`src/rtl/sp_pkg.sv`:
```
// Shared definitions for the serial-to-parallel converter and its output buffer.
package sp_pkg;

    localparam int SP_DATA_W = 4;

    typedef enum logic [0:0] {
        IDLE  = 1'b0,
        SHIFT = 1'b1
    } sp_state_e;

    // Depth of the output buffer in words; the level counter needs one more code.
    localparam int SP_FIFO_DEPTH = 2;

endpackage : sp_pkg

```
`src/rtl/sp_out_fifo.sv`:
```
// Two-entry output buffer; the head word is held in its own register so dout is glitch-free.
module sp_out_fifo
    import sp_pkg::*;
#(
    parameter int WIDTH = SP_DATA_W
) (
    input  logic             clk,
    input  logic             rst_n,
    input  logic             push,
    input  logic [WIDTH-1:0] push_data,
    input  logic             pop,
    output logic [WIDTH-1:0] dout,
    output logic             full,
    output logic             empty
);

    logic [WIDTH-1:0] head_r;
    logic [WIDTH-1:0] tail_r;
    logic [1:0]       level_r;
    logic             push_ok_s;
    logic             pop_ok_s;

    // A push into a full buffer only succeeds when the head leaves in the same cycle.
    always_comb begin
        pop_ok_s  = pop && (level_r != 2'd0);
        push_ok_s = push && ((level_r != 2'd2) || pop_ok_s);
    end

    // Buffer storage and occupancy update.
    always_ff @(posedge clk or negedge rst_n) begin
        if (!rst_n) begin
            head_r  <= '0;
            tail_r  <= '0;
            level_r <= 2'd0;
        end else begin
            case (level_r)
                2'd0: begin
                    if (push_ok_s) begin
                        head_r  <= push_data;
                        level_r <= 2'd1;
                    end else begin
                        level_r <= 2'd0;
                    end
                end
                2'd1: begin
                    case ({push_ok_s, pop_ok_s})
                        2'b10: begin
                            tail_r  <= push_data;
                            level_r <= 2'd2;
                        end
                        2'b01: begin
                            level_r <= 2'd0;
                        end
                        2'b11: begin
                            head_r  <= push_data;
                            level_r <= 2'd1;
                        end
                        default: begin
                            level_r <= 2'd1;
                        end
                    endcase
                end
                2'd2: begin
                    if (pop_ok_s) begin
                        head_r <= tail_r;
                        if (push_ok_s) begin
                            tail_r  <= push_data;
                            level_r <= 2'd2;
                        end else begin
                            level_r <= 2'd1;
                        end
                    end else begin
                        level_r <= 2'd2;
                    end
                end
                default: begin
                    level_r <= 2'd0;
                end
            endcase
        end
    end

    assign dout  = head_r;
    assign full  = (level_r == 2'd2);
    assign empty = (level_r == 2'd0);

endmodule : sp_out_fifo

```
`src/rtl/serial2parallel.sv`:
```
// Serial bit stream to parallel word converter with sof alignment and a two-word output buffer.
module serial2parallel
    import sp_pkg::*;
#(
    parameter int DATA_W    = SP_DATA_W,
    parameter bit MSB_FIRST = 1'b1
) (
    input  logic              clk,
    input  logic              rst_n,
    input  logic              din,
    input  logic              din_valid,
    input  logic              sof,
    output logic [DATA_W-1:0] dout,
    output logic              dout_valid,
    input  logic              dout_ready,
    output logic              overrun,
    output logic              sync_err
);

    localparam int                CNT_W    = $clog2(DATA_W + 1);
    localparam logic [CNT_W-1:0]  CNT_ZERO = CNT_W'(0);
    localparam logic [CNT_W-1:0]  CNT_ONE  = CNT_W'(1);
    localparam logic [CNT_W-1:0]  CNT_LAST = CNT_W'(DATA_W - 1);

    sp_state_e         state_r;
    logic [CNT_W-1:0]  cnt_r;
    logic [DATA_W-1:0] shift_r;
    logic              sync_err_r;
    logic              overrun_r;

    logic [DATA_W-1:0] base_s;
    logic [DATA_W-1:0] word_s;
    logic              start_s;
    logic              push_s;
    logic              pop_s;
    logic              full_s;
    logic              empty_s;

    // Next shift-register value; an sof restarts assembly from a clean word.
    always_comb begin
        start_s = din_valid && sof;
        if (start_s) begin
            base_s = '0;
        end else begin
            base_s = shift_r;
        end
        if (MSB_FIRST) begin
            word_s = {base_s[DATA_W-2:0], din};
        end else begin
            word_s = {din, base_s[DATA_W-1:1]};
        end
    end

    // A word completes only on a non-sof bit, since an sof always restarts at count one.
    always_comb begin
        if (din_valid && !sof && (state_r == SHIFT) && (cnt_r == CNT_LAST)) begin
            push_s = 1'b1;
        end else begin
            push_s = 1'b0;
        end
        pop_s = dout_ready && !empty_s;
    end

    // Alignment FSM, bit counter, shift register and error pulses.
    always_ff @(posedge clk or negedge rst_n) begin
        if (!rst_n) begin
            state_r    <= IDLE;
            cnt_r      <= CNT_ZERO;
            shift_r    <= '0;
            sync_err_r <= 1'b0;
            overrun_r  <= 1'b0;
        end else begin
            overrun_r  <= push_s && full_s && !pop_s;
            sync_err_r <= 1'b0;
            case (state_r)
                IDLE: begin
                    if (start_s) begin
                        shift_r <= word_s;
                        cnt_r   <= CNT_ONE;
                        state_r <= SHIFT;
                    end else begin
                        state_r <= IDLE;
                    end
                end
                SHIFT: begin
                    if (din_valid) begin
                        shift_r <= word_s;
                        if (sof) begin
                            cnt_r      <= CNT_ONE;
                            sync_err_r <= (cnt_r != CNT_ZERO);
                        end else if (cnt_r == CNT_LAST) begin
                            cnt_r <= CNT_ZERO;
                        end else begin
                            cnt_r <= cnt_r + CNT_ONE;
                        end
                    end else begin
                        cnt_r <= cnt_r;
                    end
                end
                default: begin
                    state_r <= IDLE;
                    cnt_r   <= CNT_ZERO;
                end
            endcase
        end
    end

    sp_out_fifo #(
        .WIDTH(DATA_W)
    ) u_out_fifo (
        .clk      (clk),
        .rst_n    (rst_n),
        .push     (push_s),
        .push_data(word_s),
        .pop      (pop_s),
        .dout     (dout),
        .full     (full_s),
        .empty    (empty_s)
    );

    assign dout_valid = !empty_s;
    assign overrun    = overrun_r;
    assign sync_err   = sync_err_r;

endmodule : serial2parallel
```
`config.mk`:
```
export PLATFORM = sky130hd
export DESIGN_NAME = serial2parallel
export DESIGN_NICKNAME = d
export VERILOG_FILES = /design/src/rtl/sp_pkg.sv /design/src/rtl/sp_out_fifo.sv /design/src/rtl/serial2parallel.sv
export SDC_FILE = /design/constraint.sdc
export NUM_CORES = 1
export LEC_CHECK = 0
export ABC_AREA = 0
export CAP_MARGIN = 30
export CORE_UTILIZATION = 53
export CTS_CLUSTER_DIAMETER = 50
export DETAILED_ROUTE_END_ITERATION = 10
export HOLD_SLACK_MARGIN = 0.08
export PLACE_DENSITY = 0.84
export SYNTH_ARGS = -nofsm -noshare
export SYNTH_HDL_FRONTEND = slang
export SYNTH_HIERARCHICAL = 1
export SYNTH_SLANG_ARGS = --single-unit
```
`constraint.sdc`:
```
create_clock -name clk -period 2.1 [get_ports clk]
set_input_delay 0.315 -clock clk [delete_from_list [all_inputs] [get_ports clk]]
set_output_delay 0.315 -clock clk [all_outputs]
set_load 0.005 [all_outputs]
```
==> flow_summary.json <==
{
  "status": "completed",
  "pwr-share-seq": 0.465,
  "die_h_um": 46.1,
  "hold_buffers": 0,
  "dp_hpwl_um": 1530,
  "synth_area_um2": 1030,
  "drive_gt1_frac": 0.221,
  "critPathLaunchType": "flop",
  "start_util": 0.578,
  "grt_pass1_wl_um": 3430,
  "track_usage": 0.238,
  "drcViolationCount": 0,
  "slew_headroom": 0.763,
  "fin_util": 0.699,
  "synth_fp_nets": 110,
  "fin_nets": 132,
  "design_area_um2": 1250,
  "clock-sinks": 19,
  "setup_viol": 0,
  "drt_iter0_markers": 7,
  "combPwrFrac": 0.367,
  "rsz0062_at_grt": "no",
  "p_sw_frac": 0.314,
  "critical_path_class": "reg -> reg",
  "die-area_um2": 2130,
  "synthCells": 101,
  "portBuffers": 12,
  "tightest_slew_ns": 0.355,
  "critPathRequiredTime_ns": 2.29,
  "grt_pass1_vias": 792,
  "period_minus_slack_ns": 1.97,
  "ys_ff_latch": 19,
  "routed_wl_um": 2090,
  "ys_types": 30,
  "internal-power_uw": 762,
  "yosys_warnings": 6,
  "drt_pre_antenna_iters": 4,
  "placed_area_um2": 1220,
  "fp.coreArea_um2": 1780,
  "row_count": 15,
  "clk_pin_slew_worst_paths_ns": 0.11,
  "critPathSlowestCell": "dfrtp_1",
  "drt-wirelength-per-cell_um": 14.2,
  "cts_buffer_depth": 2,
  "clk_latency_ns": 0.30,
  "power_frac_clock": 0.168,
  "numCtsBuffers": 3,
  "ios": 13,
  "grt_max_degree": 20,
  "cts_tree": "built",
  "max_clock_freq_mhz": 507,
  "viasPerCell": 5.35,
  "path_delay_family": "simple AND/OR/NAND/NOR gates",
  "crit_chain": "ha_1, nor2b_1, nor3b_2, buf_4, nand2_1, o22ai_4, mux2_2",
  "drtAntennaViolNets": 0,
  "slew_violations": 0,
  "vias": 786,
  "p_sw_uw": 348,
  "hold_viol": 0,
  "vdd_drop_max_uv": 509,
  "final_cell_mix": "dfrtp_1, clkdlybuf4s50_1, o21ai_0, nor2_1, buf_4",
  "leakage_nw": 0.564,
  "routabilityCongestion": 0.934,
  "powerDensity_nw_per_um2": 891,
  "cts_setup_buffers": 0,
  "syn_avg_cell_area_um2": 10.2,
  "cts.htree.levels": 1,
  "seq_area_frac_synth": 0.461,
  "cp.buffers_inverters": 1,
  "antenna_found_initial": 0,
  "setup_tns_ns": 0,
  "antenna_cells": 0,
  "slowest_delay_ns": 0.42,
  "die_w_um": 46.1,
  "layout_commonest_cell": "dfrtp_1",
  "hold_path_class": "in -> async",
  "cts_root_buf": "clkbuf_4",
  "area_growth_pct": 20.9,
  "worst-path-max-fanout": 8,
  "fin_crit_sh": 0.940,
  "grt-ovfl-total": 0,
  "finClkSkew_ns": 0.00115,
  "cts_resized": 0,
  "end_kind": "flop",
  "cap_violations": 0,
  "cp_data_arrival_time_ns": 2.16,
  "p_total_mw": 1.11
}
synthesized netlist by cell type:
cell | count | area (um^2)
nand2b_4 | 2 | 27.5
dfrtp_1 | 19 | 475
inv_1 | 7 | 26.3
buf_6 | 1 | 11.3
o22ai_1 | 1 | 6.26
nand2_1 | 5 | 18.8
mux2i_1 | 1 | 10.0
ha_1 | 3 | 37.5
a211oi_1 | 3 | 22.5
and3b_1 | 1 | 8.76
o21ai_0 | 10 | 50.1
mux2_2 | 5 | 56.3
nor2b_1 | 5 | 31.3
buf_2 | 1 | 5.00
o21ai_2 | 1 | 8.76
o32ai_1 | 3 | 26.3
nand3_1 | 4 | 20.0
and2_1 | 3 | 18.8
o21a_1 | 1 | 7.51
nor2_1 | 10 | 37.5
or3_1 | 1 | 6.26
o22ai_4 | 1 | 20.0
a32o_1 | 1 | 10.0
nand2_2 | 1 | 6.26
or2_2 | 3 | 18.8
a21oi_1 | 2 | 10.0
buf_4 | 1 | 7.51
or3b_1 | 1 | 8.76
nor3b_2 | 2 | 25.0
nand2b_1 | 2 | 12.5
layer usage:
layer,part of all wire,vias to the layer above,global-route usage
li1,-,392,-
met1,0.46,386,0.290
met2,0.51,6,0.400
met3,0.019,2,0.0471
met4,0.0067,0,0.112
met5,0,-,0
metrics by stage:
| step | std cells | hold WS [ns] | setup WS, ns |
|---|---|---|---|
| 2_1_floorplan | 101 | 0.0194 | 0.234 |
| 3_3_place_gp | 143 | 0.484 | 0.117 |
| 3_5_place_dp | 143 | 0.490 | 0.0600 |
| 4_1_cts | 147 | 0.332 | 0.168 |
| 5_1_grt | 147 | 0.356 | 0.0254 |
| 6_report | 147 | 0.341 | 0.127 |
worst register-to-register path: stages (launching register included):
cell     delay [ns]
dfrtp_1        0.42
ha_1           0.19
nor2b_1        0.17
nor3b_2        0.19
buf_4          0.18
nand2_1        0.11
o22ai_4        0.22
mux2_2         0.38
logic make-up after synthesis:
family	share of synthesized area
AOI/OAI and AO/OA	0.157
adders and majority gates	0.0364
buffers and inverters	0.0485
DFF	0.461
muxes	0.0643
and+or+nand+nor	0.233
state kept, by name, indices dropped and copies added, names as in the netlist:
name and cells:
u_out_fifo/dout 4, cnt_r 3, state_r 1, shift_r 3, u_out_fifo/tail_r 4, sync_err 1, u_out_fifo/level_r 2, overrun 1
power by group through the flow:
stage          clock network, mW  logic (mW)  registers [mW]
3_3_place_gp                   0       0.393           0.516
5_1_grt                    0.210       0.450           0.527
4_1_cts                    0.198       0.412           0.516
6_report                   0.187       0.408           0.516
2_1_floorplan                  0       0.248           0.499
3_5_place_dp                   0       0.409           0.523
final cells by class:
type	instances	area (um^2)
fillers	148	537
multi-input cells	72	505
flip-flops and latches	19	475
repair buffers	20	180
well taps	25	31.3
inverters	7	26.3
clock buffers	3	22.5
clock inverters	1	5.00
final timing paths:
check / startpoint / to / slack (ns) / cells past startpoint
worst min-delay path: rst_n / cnt_r[2] / 0.34 / 2
min in group clk: shift_r[2] / shift_r[2] / 0.52 / 2
worst max register to register: cnt_r[0] / u_out_fifo/tail_r[2] / 0.13 / 7
max in group asynchronous: rst_n / cnt_r[1] / 1.56 / 2
worst max-delay path: cnt_r[0] / u_out_fifo/tail_r[2] / 0.13 / 7
worst min register to register: shift_r[2] / shift_r[2] / 0.52 / 2
Note: power is estimated with default switching activity, not from simulation.
